File: config.mk
export PLATFORM = sky130hd
export DESIGN_NAME = branch_resolve
export DESIGN_NICKNAME = d
export VERILOG_FILES = /design/src/rtl/multicore_pkg.sv /design/src/rtl/branch_resolve.sv
export SDC_FILE = /design/constraint.sdc
export NUM_CORES = 1
export LEC_CHECK = 0
export BUFFER_PORTS_ARGS = -buffer_cell sky130_fd_sc_hd__buf_2
export CORE_MARGIN = 5
export CORE_UTILIZATION = 50
export DETAILED_ROUTE_END_ITERATION = 8
export PLACE_DENSITY = 0.9
export RECOVER_POWER = 50
export SETUP_SLACK_MARGIN = 0.1
export SLEW_MARGIN = 40
export SYNTH_ARGS = -nofsm -noshare
export SYNTH_HDL_FRONTEND = slang
export SYNTH_SLANG_ARGS = --single-unit
File: constraint.sdc
create_clock -name i_clk -period 2.6 [get_ports i_clk]
set_input_delay 0.52 -clock i_clk [delete_from_list [all_inputs] [get_ports i_clk]]
set_output_delay 0.52 -clock i_clk [all_outputs]
set_load 0.02 [all_outputs]
File: src/rtl/multicore_pkg.sv
// Shared constants for the multicore pipeline.
package multicore_pkg;

   // Width of data words and addresses across the core.
   localparam int DATA_SIZE = 32;

endpackage

File: src/rtl/branch_resolve.sv
// Branch/jump resolution: computes the actual direction and target of a
// control-flow instruction, redirects fetch on a mispredict, squashes
// younger instructions for a fixed number of cycles, and produces the
// link value for JAL/JALR writeback.
module branch_resolve
   import multicore_pkg::*;
#(
   parameter int FLUSH_CYCLES = 2
) (
   input  logic                 i_clk,
   input  logic                 i_rst,
   input  logic                 i_valid,
   output logic                 o_ready,
   input  logic [1:0]           i_kind,
   input  logic                 i_taken,
   input  logic                 i_pred_taken,
   input  logic [DATA_SIZE-1:0] i_pc,
   input  logic [DATA_SIZE-1:0] i_imm,
   input  logic [DATA_SIZE-1:0] i_rs1,
   output logic                 o_redirect_valid,
   input  logic                 i_redirect_ready,
   output logic [DATA_SIZE-1:0] o_redirect_pc,
   output logic                 o_flush,
   output logic                 o_link_valid,
   output logic [DATA_SIZE-1:0] o_link,
   output logic [15:0]          o_mispredict_cnt
);

   typedef enum logic [1:0] {
      IDLE,
      REDIRECT,
      FLUSH
   } state_t;

   localparam logic [1:0] KIND_BRANCH = 2'b00;
   localparam logic [1:0] KIND_JAL    = 2'b01;
   localparam logic [1:0] KIND_JALR   = 2'b10;
   localparam logic [1:0] KIND_RSVD   = 2'b11;

   state_t               state_q, state_d;
   logic [3:0]           flush_cnt_q, flush_cnt_d;
   logic [DATA_SIZE-1:0] redirect_pc_q, redirect_pc_d;
   logic [DATA_SIZE-1:0] link_q, link_d;
   logic                 link_valid_q, link_valid_d;
   logic [15:0]          cnt_q, cnt_d;

   logic                 accept;
   logic                 is_jump;
   logic                 actual_taken;
   logic                 mispredict;
   logic [DATA_SIZE-1:0] jalr_sum;
   logic [DATA_SIZE-1:0] target;
   logic [DATA_SIZE-1:0] fall_through;

   // Decode the request: direction, target and whether fetch guessed wrong.
   // Reserved kinds are never accepted, so they leave every output untouched.
   assign accept       = i_valid && (state_q == IDLE) && (i_kind != KIND_RSVD);
   assign is_jump      = (i_kind == KIND_JAL) || (i_kind == KIND_JALR);
   assign actual_taken = (i_kind == KIND_BRANCH) ? i_taken : 1'b1;
   assign jalr_sum     = i_rs1 + i_imm;
   assign target       = (i_kind == KIND_JALR) ? {jalr_sum[DATA_SIZE-1:1], 1'b0}
                                               : i_pc + i_imm;
   assign fall_through = i_pc + DATA_SIZE'(4);
   // JALR targets are register-based and never predicted, so always redirect.
   assign mispredict   = (actual_taken != i_pred_taken) || (i_kind == KIND_JALR);

   // Next-state logic for the redirect/flush sequence, link pulse and counter.
   always_comb begin
      // NOTE: every variable gets a default first so no path leaves one
      // unassigned; that is what keeps this block from inferring latches.
      state_d       = state_q;
      flush_cnt_d   = flush_cnt_q;
      redirect_pc_d = redirect_pc_q;
      link_d        = link_q;
      link_valid_d  = 1'b0;
      cnt_d         = cnt_q;
      o_flush       = 1'b0;

      case (state_q)
         IDLE: begin
            if (accept) begin
               if (is_jump) begin
                  link_valid_d = 1'b1;
                  link_d       = fall_through;
               end
               if (mispredict) begin
                  state_d       = REDIRECT;
                  redirect_pc_d = actual_taken ? target : fall_through;
               end
            end
         end
         REDIRECT: begin
            // The handshake cycle already squashes, then FLUSH adds more cycles.
            if (i_redirect_ready) begin
               o_flush     = 1'b1;
               state_d     = FLUSH;
               flush_cnt_d = 4'(FLUSH_CYCLES);
               if (cnt_q != 16'hFFFF) begin
                  cnt_d = cnt_q + 16'd1;
               end
            end
         end
         FLUSH: begin
            o_flush = 1'b1;
            if (flush_cnt_q <= 4'd1) begin
               state_d     = IDLE;
               flush_cnt_d = 4'd0;
            end else begin
               flush_cnt_d = flush_cnt_q - 4'd1;
            end
         end
         default: begin
            state_d = IDLE;
         end
      endcase
   end

   // State registers; reset is asynchronous so a flush can be aborted mid-cycle.
   always_ff @(posedge i_clk or posedge i_rst) begin
      // NOTE: sequential state uses non-blocking assignments so every register
      // samples the pre-edge values regardless of statement order.
      if (i_rst) begin
         state_q       <= IDLE;
         flush_cnt_q   <= 4'd0;
         redirect_pc_q <= '0;
         link_q        <= '0;
         link_valid_q  <= 1'b0;
         cnt_q         <= 16'd0;
      end else begin
         state_q       <= state_d;
         flush_cnt_q   <= flush_cnt_d;
         redirect_pc_q <= redirect_pc_d;
         link_q        <= link_d;
         link_valid_q  <= link_valid_d;
         cnt_q         <= cnt_d;
      end
   end

   assign o_ready          = (state_q == IDLE);
   assign o_redirect_valid = (state_q == REDIRECT);
   assign o_redirect_pc    = redirect_pc_q;
   assign o_link_valid     = link_valid_q;
   assign o_link           = link_q;
   assign o_mispredict_cnt = cnt_q;

endmodule

==> metrics.cfg <==
[route]
dr_wl_met2_um=13200
drtAntennaViolNets=0
wl_met1_um=11600
avgViaCountPerCell=6.22
wl_per_cell_um=20.3
drt-pass1-iter-count=6
routed_wl_um=29500
drc=0
drt_iter0_markers=1139
vias=9051
wl_met3_um=2930
top_layer=met4

[timing]
max-slew-margin-rel=0.385
hold_violations=0
fmaxAchievable_ghz=0.376
finalCriticalPeriod_ps=2660
finalCritPeriodShare=1.02
setup_ws_ps=-61.8
slew_viol_final=0
fin_setup_tns_ps=-64.6
finClkSkew_ps=8.52
tightest_slew_ps=923
rsz0062_at_grt=true
setup_viol=3
whs_ps=295

[final_layout]
nets=1437
area_growth_pct=42.8
final_cell_mix=169 x buf_4, 141 x buf_2, 121 x nand2_1
layout_commonest_cell=buf_4
drive_above_1_share=0.353
nFillCells=1003

[placed_design]
io_buffers=187
dp_slack_ps=-398
gp_congestion=0.982
dp_hpwl_um=21300

[global_routing]
grt_usage=0.300
grt_overflow=0
grt_pass1_vias=8478
antenna_found_initial=4
grt_pass1_wl_um=43800
grt_max_degree=70

[synthesis]
yosys.area.top_type_share=0.284
synth_area_leaders=dfrtp_1 28%, ha_1 12%, a21oi_1 6.3%
synth_cells=921
syn-num-nets=1098
avgSynthCellArea_um2=8.31
yosysUniqueCellTypes=71
ys_seq_area_frac=0.284
yosysTopAreaCell=dfrtp_1
ys_ff_latch=87
synth_edf_count=0
synth_ff_type=dfrtp_1
synth.cell_area_um2=7650
ys_warn_count=0
async_reset_ff_frac=1.00

[status]
violations=negative setup slack
outcome=finished with violations

[floorplan]
num_rows=45
dieArea_um2=17900
core_um2=15100
die_w_um=134
design.portCount=188
die_h_um=134
initial_core_util=0.507

[clocking]
hold_buffers=0
cts_num_sinks=87
clk_latency_ps=340
tritoncts=built
clock_tree.root_cell=clkbuf_16
cts.clk_slew.worst_paths_ps=70
cts_max_path_buffers=2
cts_made_buffers=9
htree_levels=3

[critical_path]
cp_max_fo=4
r2r_cells=9
path_class=input pin to register
required_ps=2880
end_kind=register
critPathArrivalTime_ps=2940
worst_setup_path_start_kind=input pin

[flow_run]
cap_violations=0

[power_and_ir_drop]
leakage_nw=5.13
peakVddDrop_uv=375
power.density_nw_per_um2=708

[hold_path]
hold_class=input pin to asynchronous set/reset pin

==> registers in the layout, indices dropped and copies added (netlist names) <==
| name | cells |
|---|---|
| flush_cnt_q | 4 |
| o_link | 32 |
| state_q | 2 |
| o_redirect_pc | 32 |
| o_link_valid | 1 |
| o_mispredict_cnt | 16 |
==> cells by family after synthesis <==
| family | Yosys count | synth area share |
|---|---|---|
| simple gates | 286 | 0.175 |
| fa+ha+maj | 73 | 0.121 |
| mux | 17 | 0.0239 |
| compound gates | 304 | 0.256 |
| flops | 87 | 0.284 |
| xor+xnor | 96 | 0.110 |
| buf+inv | 58 | 0.0289 |
==> path summary, 6_finish.rpt <==
check                                     from                  end  slack, ps
setup / recovery                      i_imm[2]    o_redirect_pc[19]        -60
setup reg to reg           o_mispredict_cnt[6]  o_mispredict_cnt[8]        330
max in group asynchronous                i_rst            o_link[2]        870
hold reg to reg              o_redirect_pc[15]    o_redirect_pc[15]        480
min in group i_clk           o_redirect_pc[15]    o_redirect_pc[15]        480
hold / removal                           i_rst           o_link[28]        300
==> Yosys cell counts (all sizes together), types with 22 or more instances <==
cell type and number:
nand2 125, a21oi 98, o21ai 90, dfrtp 87, ha 71, xnor2 54
nor2 45, xor2 42, nand3 29, clkbuf 28, inv 26, a21o 22
==> metal layers <==
| metal | track usage | vias to the layer above |
|---|---|---|
| met1 | 0.408 | 4246 |
| li1 | - | 4030 |
| met5 | 0 | - |
| met2 | 0.472 | 602 |
| met4 | 0.136 | 0 |
| met3 | 0.0468 | 173 |
==> critical path, stage by stage <==
cell and delay, ps:
buf_2 120, buf_4 140, ha_4 290, nor2_1 80
o31ai_4 390, nand3_1 180, a31oi_1 270, a41o_1 260
a21oi_2 80, xor2_1 140, o21ai_0 300, a22o_1 180
==> repair_timing <==
action	CTS	global route
pin swaps	30	43
endpoints found under the setup margin	18	24
resized for setup	31	57
setup buffers	4	5
==> where the power goes <==
part           total, mW  switching, mW  internal (mW)
Clock               1.36          0.529          0.834
Sequential          2.30          0.387           1.91
Combinational       4.07           2.52           1.56
==> final cells by class <==
cell class	count	area (um2)	share of cell area
Antenna cell	4	10.0	0.000916
Clock buffer	9	225	0.0206
Clock inverter	5	82.6	0.00756
Inverter	27	103	0.00939
Multi-Input combinational cell	776	5850	0.535
Sequential cell	87	2180	0.199
Tap cell	188	235	0.0215
Timing Repair Buffer	359	2240	0.205
==> per-stage QoR <==
stage,total power [mW],cells,utilization,area [um2]
floorplan,4.55,921,-,7830
global placement,5.98,1428,0.674,10200
detailed placement,6.12,1428,0.674,10200
CTS,7.58,1446,0.707,10700
global route,8.16,1455,0.724,10900
finish,7.73,1455,0.724,10900
(Power assumes the default switching activity.)
